===== src/rtl/cell_pos_reader.sv =====
// cell_pos_reader
//   Streams one cell's particle positions out of a single-port position
//   memory (2-cycle read latency) into the force-evaluation pipeline.
//   Address 0 of the memory holds the particle count, addresses 1..N hold
//   {posz, posy, posx}. Returned words are buffered in a small FIFO and
//   presented on a valid/ready handshake with full backpressure.
//
//   Ports:
//     clock, rst_n        system clock, synchronous active-low reset
//     start               one-cycle pulse, begin reading the cell
//     busy, done          cell in progress / one-cycle completion pulse
//     mem_address/rden    position memory read request
//     mem_wren            tied 0, this block never writes
//     mem_q               read data, valid 2 cycles after mem_rden
//     pos_data/index/last particle word, its address, last-particle flag
//     pos_valid/ready     downstream handshake
//     stall_cycles        backpressure perf counter
//
//   Configuration macro:
//     CELL_POS_READER_PERF_EN  enables the stall_cycles counter; when
//                              undefined stall_cycles is tied to 0.
module cell_pos_reader #(
   parameter int unsigned DATA_WIDTH   = 96,
   parameter int unsigned ADDR_WIDTH   = 8,
   parameter int unsigned PARTICLE_NUM = 220,
   parameter int unsigned FIFO_DEPTH   = 4
) (
   input  logic                  clock,
   input  logic                  rst_n,
   input  logic                  start,
   output logic                  busy,
   output logic                  done,
   output logic [ADDR_WIDTH-1:0] mem_address,
   output logic                  mem_rden,
   output logic                  mem_wren,
   input  logic [DATA_WIDTH-1:0] mem_q,
   output logic [DATA_WIDTH-1:0] pos_data,
   output logic [ADDR_WIDTH-1:0] pos_index,
   output logic                  pos_last,
   output logic                  pos_valid,
   input  logic                  pos_ready,
   output logic [15:0]           stall_cycles
);

   localparam int unsigned PW = $clog2(FIFO_DEPTH);
   localparam int unsigned CW = PW + 2;
   localparam int unsigned EW = DATA_WIDTH + ADDR_WIDTH + 1;
   localparam logic [ADDR_WIDTH-1:0] MAX_CNT = ADDR_WIDTH'(PARTICLE_NUM - 1);

   typedef enum logic [2:0] {IDLE, CNT_RD, CNT_WAIT, STREAM, DRAIN} state_e;

   state_e                state_q;
   logic                  busy_q, done_q, rden_q, wait_q;
   logic [ADDR_WIDTH-1:0] addr_q, count_q, next_addr_q;

   logic                  st1_vld_q, st2_vld_q;
   logic [ADDR_WIDTH-1:0] st1_addr_q, st2_addr_q;
   logic [EW-1:0]         fifo_mem_q [FIFO_DEPTH];
   logic [PW:0]           wr_ptr_q, rd_ptr_q;

   logic [ADDR_WIDTH-1:0] cnt_sat;
   logic [PW:0]           fifo_used;
   logic [CW-1:0]         occ_d;
   logic                  fifo_empty, push, pop, can_issue, rd_trk;
   logic [EW-1:0]         head;

   always_comb begin
      cnt_sat    = (mem_q[ADDR_WIDTH-1:0] > MAX_CNT) ? MAX_CNT : mem_q[ADDR_WIDTH-1:0];
      fifo_used  = wr_ptr_q - rd_ptr_q;
      fifo_empty = (fifo_used == '0);
      push       = st2_vld_q;
      pop        = !fifo_empty && pos_ready;
      // Only particle reads are tracked; the count read is always address 0.
      rd_trk     = rden_q && (addr_q != '0);
      // Occupancy the FIFO plus read pipeline will have after this edge; a new
      // read is issued only if that leaves a free slot for its return.
      occ_d      = CW'(fifo_used) + CW'(push) + CW'(rd_trk) + CW'(st1_vld_q) - CW'(pop);
      can_issue  = (occ_d < CW'(FIFO_DEPTH));
      head       = fifo_mem_q[rd_ptr_q[PW-1:0]];
   end

   assign busy        = busy_q;
   assign done        = done_q;
   assign mem_address = addr_q;
   assign mem_rden    = rden_q;
   assign mem_wren    = 1'b0;
   assign pos_valid   = !fifo_empty;
   assign pos_data    = head[EW-1 -: DATA_WIDTH];
   assign pos_index   = head[ADDR_WIDTH:1];
   assign pos_last    = head[0];

   // Control FSM with registered outputs.
   always_ff @(posedge clock) begin
      if (!rst_n) begin
         state_q     <= IDLE;
         busy_q      <= 1'b0;
         done_q      <= 1'b0;
         rden_q      <= 1'b0;
         wait_q      <= 1'b0;
         addr_q      <= '0;
         count_q     <= '0;
         next_addr_q <= '0;
      end else begin
         done_q <= 1'b0;
         rden_q <= 1'b0;
         case (state_q)
            IDLE: begin
               if (start) begin
                  state_q <= CNT_RD;
                  busy_q  <= 1'b1;
                  rden_q  <= 1'b1;
                  addr_q  <= '0;
               end
            end
            CNT_RD: begin
               state_q <= CNT_WAIT;
               wait_q  <= 1'b0;
            end
            CNT_WAIT: begin
               if (!wait_q) begin
                  wait_q <= 1'b1;
               end else begin
                  count_q <= cnt_sat;
                  if (cnt_sat == '0) begin
                     done_q  <= 1'b1;
                     busy_q  <= 1'b0;
                     state_q <= IDLE;
                  end else begin
                     // First particle read goes out with the state change;
                     // the pipeline is empty so no occupancy check is needed.
                     rden_q      <= 1'b1;
                     addr_q      <= ADDR_WIDTH'(1);
                     next_addr_q <= ADDR_WIDTH'(2);
                     state_q     <= (cnt_sat == ADDR_WIDTH'(1)) ? DRAIN : STREAM;
                  end
               end
            end
            STREAM: begin
               if (can_issue) begin
                  rden_q      <= 1'b1;
                  addr_q      <= next_addr_q;
                  next_addr_q <= next_addr_q + ADDR_WIDTH'(1);
                  if (next_addr_q == count_q) state_q <= DRAIN;
               end
            end
            DRAIN: begin
               if (pop && pos_last) begin
                  done_q  <= 1'b1;
                  busy_q  <= 1'b0;
                  state_q <= IDLE;
               end
            end
            default: state_q <= IDLE;
         endcase
      end
   end

   // Read-return alignment and output FIFO.
   always_ff @(posedge clock) begin
      if (!rst_n) begin
         st1_vld_q  <= 1'b0;
         st2_vld_q  <= 1'b0;
         st1_addr_q <= '0;
         st2_addr_q <= '0;
         wr_ptr_q   <= '0;
         rd_ptr_q   <= '0;
         for (int unsigned i = 0; i < FIFO_DEPTH; i++) fifo_mem_q[i] <= '0;
      end else begin
         st1_vld_q  <= rd_trk;
         st1_addr_q <= addr_q;
         st2_vld_q  <= st1_vld_q;
         st2_addr_q <= st1_addr_q;
         if (push) begin
            fifo_mem_q[wr_ptr_q[PW-1:0]] <= {mem_q, st2_addr_q, (st2_addr_q == count_q)};
            wr_ptr_q <= wr_ptr_q + (PW+1)'(1);
         end
         if (pop) rd_ptr_q <= rd_ptr_q + (PW+1)'(1);
      end
   end

`ifdef CELL_POS_READER_PERF_EN
   logic [15:0] stall_q;

   always_ff @(posedge clock) begin
      if (!rst_n) begin
         stall_q <= '0;
      end else if (state_q == IDLE && start) begin
         stall_q <= '0;
      end else if (busy_q && pos_valid && !pos_ready && stall_q != '1) begin
         stall_q <= stall_q + 16'd1;
      end
   end

   assign stall_cycles = stall_q;
`else
   assign stall_cycles = '0;
`endif

endmodule


===== config.mk =====
export PLATFORM = sky130hd
export DESIGN_NAME = cell_pos_reader
export DESIGN_NICKNAME = d
export VERILOG_FILES = /design/src/rtl/cell_pos_reader.sv
export SDC_FILE = /design/constraint.sdc
export NUM_CORES = 1
export LEC_CHECK = 0
export CAP_MARGIN = 0
export CORE_MARGIN = 3
export CORE_UTILIZATION = 60
export DETAILED_ROUTE_END_ITERATION = 16
export GPL_TIMING_DRIVEN = 0
export PLACE_DENSITY_LB_ADDON = 0.2
export SLEW_MARGIN = 40
export SYNTH_ARGS = -nofsm -noshare
export SYNTH_HDL_FRONTEND = slang
export SYNTH_SLANG_ARGS = --single-unit
export TNS_END_PERCENT = 10

===== constraint.sdc =====
create_clock -name clock -period 7.2 [get_ports clock]
set_input_delay 0.72 -clock clock [delete_from_list [all_inputs] [get_ports clock]]
set_output_delay 0.72 -clock clock [all_outputs]
set_load 0.03 [all_outputs]

=== Yosys cells after proc, flatten, opt, wreduce, memory -nomap -nowiden ===
Memories as Yosys holds them, arrays and structs flattened. A register that Yosys moved wholly into a read port is not among the register bits.
Index checks and enable logic that the tools add are counted.

* $add $sub $neg: 8
* $lt $le $gt $ge: 2
* Eq/ne operators: 14
* Mux-type cells: 42
* Reductions and logical operators: 18

{| class="wikitable"
|+ Operators by type and width
! kind !! count
|-
| $mux 105 || 1
|-
| $reduce_or 105->1 || 1
|-
| $mux 8 || 8
|-
| $pmux 8 s3 || 1
|-
| $mux 3 || 7
|-
| $eq 8x8->1 || 2
|-
| $mux 1 || 16
|-
| $pmux 8 s2 || 1
|-
| $pmux 3 s5 || 1
|-
| $reduce_and 5->1 || 3
|-
| $ne 2x2->1 const B || 7
|-
| $add 4x1->4 || 2
|-
| $add 8x1->8 const B || 1
|-
| $eq 8x1->1 const B || 1
|-
| $gt 8x8->1 const B || 1
|-
| $logic_not 8->1 || 1
|-
| $reduce_bool 8->1 || 1
|-
| $add 3x1->3 const B || 2
|-
| $eq 3x2->1 const B || 2
|-
| $logic_not 3->1 || 2
|-
| $mux 2 || 3
|-
| $pmux 1 s3 || 2
|-
| $reduce_bool 3->1 || 2
|-
| $add 3x1->4 || 1
|-
| other kinds (11) || 15
|}

* Flip-flop bits (word level): 55
* Memory bits (writable): 420
* Memories kept: 1

{| class="wikitable"
|+ Memories
! name !! words !! width !! rd ports !! clocked after memory_dff !! wr ports !! RTL line !! text
|-
| fifo_mem_q || 4 || 105 || 1 || 1 || 4 || 58 || <nowiki>logic [EW-1:0] fifo_mem_q [FIFO_DEPTH];</nowiki>
|}

=== Depth between registers and ports, before layout ===
* Depth in word-level cells: 8
* Depth in mapped cells: 15

=== Worst setup path before layout ===
No wires, ideal clock.

* Kind: input -> register
* Start point: in rst_n
* End point: mem fifo_mem_q[1][0] in the netlist's numbering, enable pin
* Arrival time: 4.319 ns
* Path slack: 2.399 ns
* Stages on the path: 5
* Path buffers: 2
* Cells stage by stage: clkbuf_1 > nand2_1 > nor3_1 > clkbuf_1 > nand2b_1

{| class="wikitable"
|+ RTL lines
! item !! RTL line !! text
|-
| from (decl) || 29 || <nowiki>input logic rst_n,</nowiki>
|-
| to (decl) || 58 ||
|}

=== Worst setup path after layout ===
* Start point: reg wr_ptr_q[0]
* End point: reg addr_q[0], in the netlist mem_address[0]

* Cells in the longest elaborated chain, start to end: 8

{| class="wikitable"
|+ RTL lines
! item !! RTL line !! text
|-
| from (decl) || 59 || <nowiki>logic [PW:0] wr_ptr_q, rd_ptr_q;</nowiki>
|-
| from (signal assigned) || 175 || <nowiki>wr_ptr_q <= wr_ptr_q + (PW+1)'(1);</nowiki>
|-
| $sub 3x3->3 || 69 || <nowiki>fifo_used = wr_ptr_q - rd_ptr_q;</nowiki>
|-
| $logic_not 3->1 || 70 || <nowiki>fifo_empty = (fifo_used == '0);</nowiki>
|-
| $logic_not 1->1 || 72 || <nowiki>pop = !fifo_empty && pos_ready;</nowiki>
|-
| $logic_and 1x1->1 || 72 ||
|-
| via pop || 64 || <nowiki>logic fifo_empty, push, pop, can_issue, rd_trk;</nowiki>
|-
| $sub 4x1->4 || 77 || <nowiki>occ_d = CW'(fifo_used) + CW'(push) + CW'(rd_trk) + CW'(st1_vld_q) - CW'(pop);</nowiki>
|-
| $lt 4x3->1 || 78 || <nowiki>can_issue = (occ_d < CW'(FIFO_DEPTH));</nowiki>
|-
| $ne 2x2->1 (no line) || n/a ||
|-
| $reduce_and 5->1 (no line) || n/a ||
|-
| to (signal assigned) || 141 || <nowiki>addr_q <= next_addr_q;</nowiki>
|-
| to (decl) || 54 || <nowiki>logic [ADDR_WIDTH-1:0] addr_q, count_q, next_addr_q;</nowiki>
|}

The timed path passes the listed nets, and every way through them passes these cells.
A chain may end at the register's enable or synchronous reset.

==> qor.yml <==
cts_buffers: 49
vias: 12200
cts_tree: "yes"
cp_cell_sequence: "inv_1 > ha_1 > fa_1 > xnor3_1 > a31oi_1 > ha_1 > inv_1 > fa_1 > ha_1 > a31o_2 > and3_1 > nor3_1 > or3_1 > buf_2 > mux2i_1"
die-height_um: 192
rrSetupSlack_ns: 2.55
wirelength_um: 47600
ant_nets: 0
areaGrowthSynthToFinish_pct: 22.9
slew_viol_final: 0
post_cts_resized: 0
crit_arrival_ns: 5.13
critPathMaxStageDelay_ns: 0.52
core-area_um2: 33800
crit_family: "adder cells"
ir_drop_uv: 262
synth_cell_types: 51
io_buffers: 215
multi_input_area_um2: 6500
reg2reg_depth: 15
die_area_um2: 36800
cts_hold_buf: 0
cts-root-buf: "clkbuf_16"
antenna_found_initial: 1
required_ns: 7.68
r2r_start: "wr_ptr_q[0]"
topRoutingLayerUsed: "met5"
power_w: 0.00751
pre_cts_ws_ns: 2.64
async_reset_ff_share_pct: 0
synth_cells: 1337
cts_setup_buffers: 0
yosysSeqAreaShare_pct: 66.4
final_cell_mix: "edfxtp_1 (420), and2_1 (329), clkdlybuf4s50_1 (215), and3_1 (110), mux4_2 (105)"
start_util_pct: 61.3
track_usage_pct: 26.2
dpl.hpwl_um: 31100
syn_avg_cell_area_um2: 15.5
wl_met3_um: 3370
ys_warn_count: 0
met2_length_um: 24100
grt_max_degree: 36
clk-insertion-delay-late_ns: 0.56
path_buf_inv: 3
wl_met1_um: 18800
power.leakage_nw: 9.70
num_antenna_cells: 0
first_pass_iters: 7
hold_viol: 0
critPathSlowestCell: "a31oi_1"
finClkSkew_ns: 0.0199
fin_crit_sh_pct: 64.6
fin_crit_ns: 4.65
clk_pin_slew_ns: 0.06
drive_gt1_share_pct: 13.9
grt_pass1_vias: 13000
setup_tns_ns: 0
path_depth: 15
stdcell_area_um2: 25400
layout_commonest_cell: "edfxtp_1"
crit_top_cell: "ha_1"
fmax_mhz: 215
crit_start: "wr_ptr_q[0]"
nets: 1743
via_per_inst: 5.78
regToRegEndpoint: "mem_address[0]"
pwr_density_cell_nw_per_um2: 295
max_slew.worst_pin.slew_ns: 0.794
status: "complete, no violations"
initialDrtViolationCount: 874
synth_edf_count: 420
critPathLaunchType: "register"
gp_congestion: 0.850
crit_fanout: 8
io_pins: 234
htree_levels: 2
ys.flop_type: "edfxtp_1"
rows: 67
setup_viol: 0
maxCapViolCount: 0
gr-total-overflow: 0
fp.dieW_um: 192
grt_pass1_wl_um: 72600
finalWorstSetupSlack_ns: 2.55
final-seq-area_um2: 13800
rsz0062_at_grt: "no"
placed_area_um2: 23800
crit_type: "reg2reg"
holdWs_ns: 0.430
fillCellCount: 2069
end_kind: "register"
maxSlewHeadroom_pct: 47.1
drc_errors: 0
clkSinkCount: 477
synth_area_um2: 20700
ys_ff_latch: 477
crit_path_end: "mem_address[0]"
cts_buffer_depth: 3
hold_path_class: "reg2reg"
wire_per_inst_um: 22.5
==> worst reg2reg max path, cell delays in order (launching register included) <==
cell	delay (ns)
dfxtp_1	0.49
inv_1	0.17
ha_1	0.24
fa_1	0.37
xnor3_1	0.23
a31oi_1	0.52
ha_1	0.24
inv_1	0.05
fa_1	0.36
ha_1	0.30
a31o_2	0.21
and3_1	0.24
nor3_1	0.44
or3_1	0.17
buf_2	0.25
mux2i_1	0.27
==> kinds of logic (layout without fill, tap and decap cells) <==
kind of cell / after synthesis / count (layout) / share of synthesized area [%]
multiplexers: 116 / 116 / 12.0
XOR/XNOR: 26 / 26 / 1.17
adder cells (fa/ha/maj): 11 / 11 / 0.737
other: 1 / 17 / 0.0181
buffers and inverters: 128 / 446 / 2.70
AND/OR/NAND/NOR: 532 / 532 / 15.5
AO/OA/AOI/OAI: 46 / 46 / 1.44
flip-flops: 477 / 477 / 66.4
==> metrics by stage <==
step / instances / utilization (%)
finish: 2119 / 75.3
global route: 2119 / 75.3
CTS: 2119 / 75.3
detailed placement: 2029 / 70.4
global placement: 2016 / 69.5
floorplan: 1353 / -
==> power breakdown <==
part           leakage [nW]  total (W)  internal [W]  switching (W)
Combinational          4.12    0.00175      0.000773       0.000981
Clock                 0.799    0.00260       0.00157        0.00103
Sequential             4.79    0.00316       0.00311      0.0000478
Total                  9.70    0.00751       0.00545        0.00206
==> synthesized netlist by cell type, types with 10 or more instances <==
master,count,share of area (%)
clkbuf_1,81,1.5
nand2_1,35,0.63
mux2i_1,10,0.48
buf_2,12,0.29
and3_1,110,3.3
inv_1,16,0.29
o21ai_0,13,0.31
dfxtp_1,57,5.5
edfxtp_1,420,61
and2_1,329,9.9
nor2_1,15,0.27
xor2_1,16,0.68
buf_4,17,0.62
mux4_2,105,11
==> per-layer routing <==
metal | GRT usage, % | vias up
met5 | 0 | -
met4 | 8.52 | 2
li1 | - | 5529
met1 | 34.5 | 6146
met2 | 44.7 | 470
met3 | 4.58 | 93
==> flip-flops by register name, summed over array words and instances (netlist names), named ones only <==
register / flops
fifo_mem_q: 420
count_q: 8
mem_address: 8
next_addr_q: 8
st1_addr_q: 8
st2_addr_q: 8
rd_ptr_q: 3
state_q: 3
wr_ptr_q: 3
busy: 1
done: 1
mem_rden: 1
push: 1
st1_vld_q: 1
wait_q: 1
==> area by class of cell <==
| cell class | instances | area share (%) |
|---|---|---|
| flip-flops and latches | 477 | 54.0 |
| multi-input cells | 748 | 25.5 |
| repair buffers | 228 | 9.51 |
| clock buffers | 65 | 5.30 |
| well taps | 448 | 2.20 |
| plain buffers | 112 | 1.97 |
| clock inverters | 25 | 1.18 |
| inverters | 16 | 0.236 |
==> how the worst min path moves through the flow <==
stage                   from  cells past startpoint  slack (ns)            end
6_report       st1_addr_q[1]                      1        0.43  st2_addr_q[1]
2_1_floorplan  st1_addr_q[0]                      1        0.41  st2_addr_q[0]
3_3_place_gp   st1_addr_q[1]                      1        0.42  st2_addr_q[1]
5_1_grt        st1_addr_q[2]                      1        0.44  st2_addr_q[2]
4_1_cts        st1_addr_q[1]                      1        0.43  st2_addr_q[1]
3_5_place_dp   st1_addr_q[2]                      1        0.42  st2_addr_q[2]
Power figures use the tool's default switching activity.
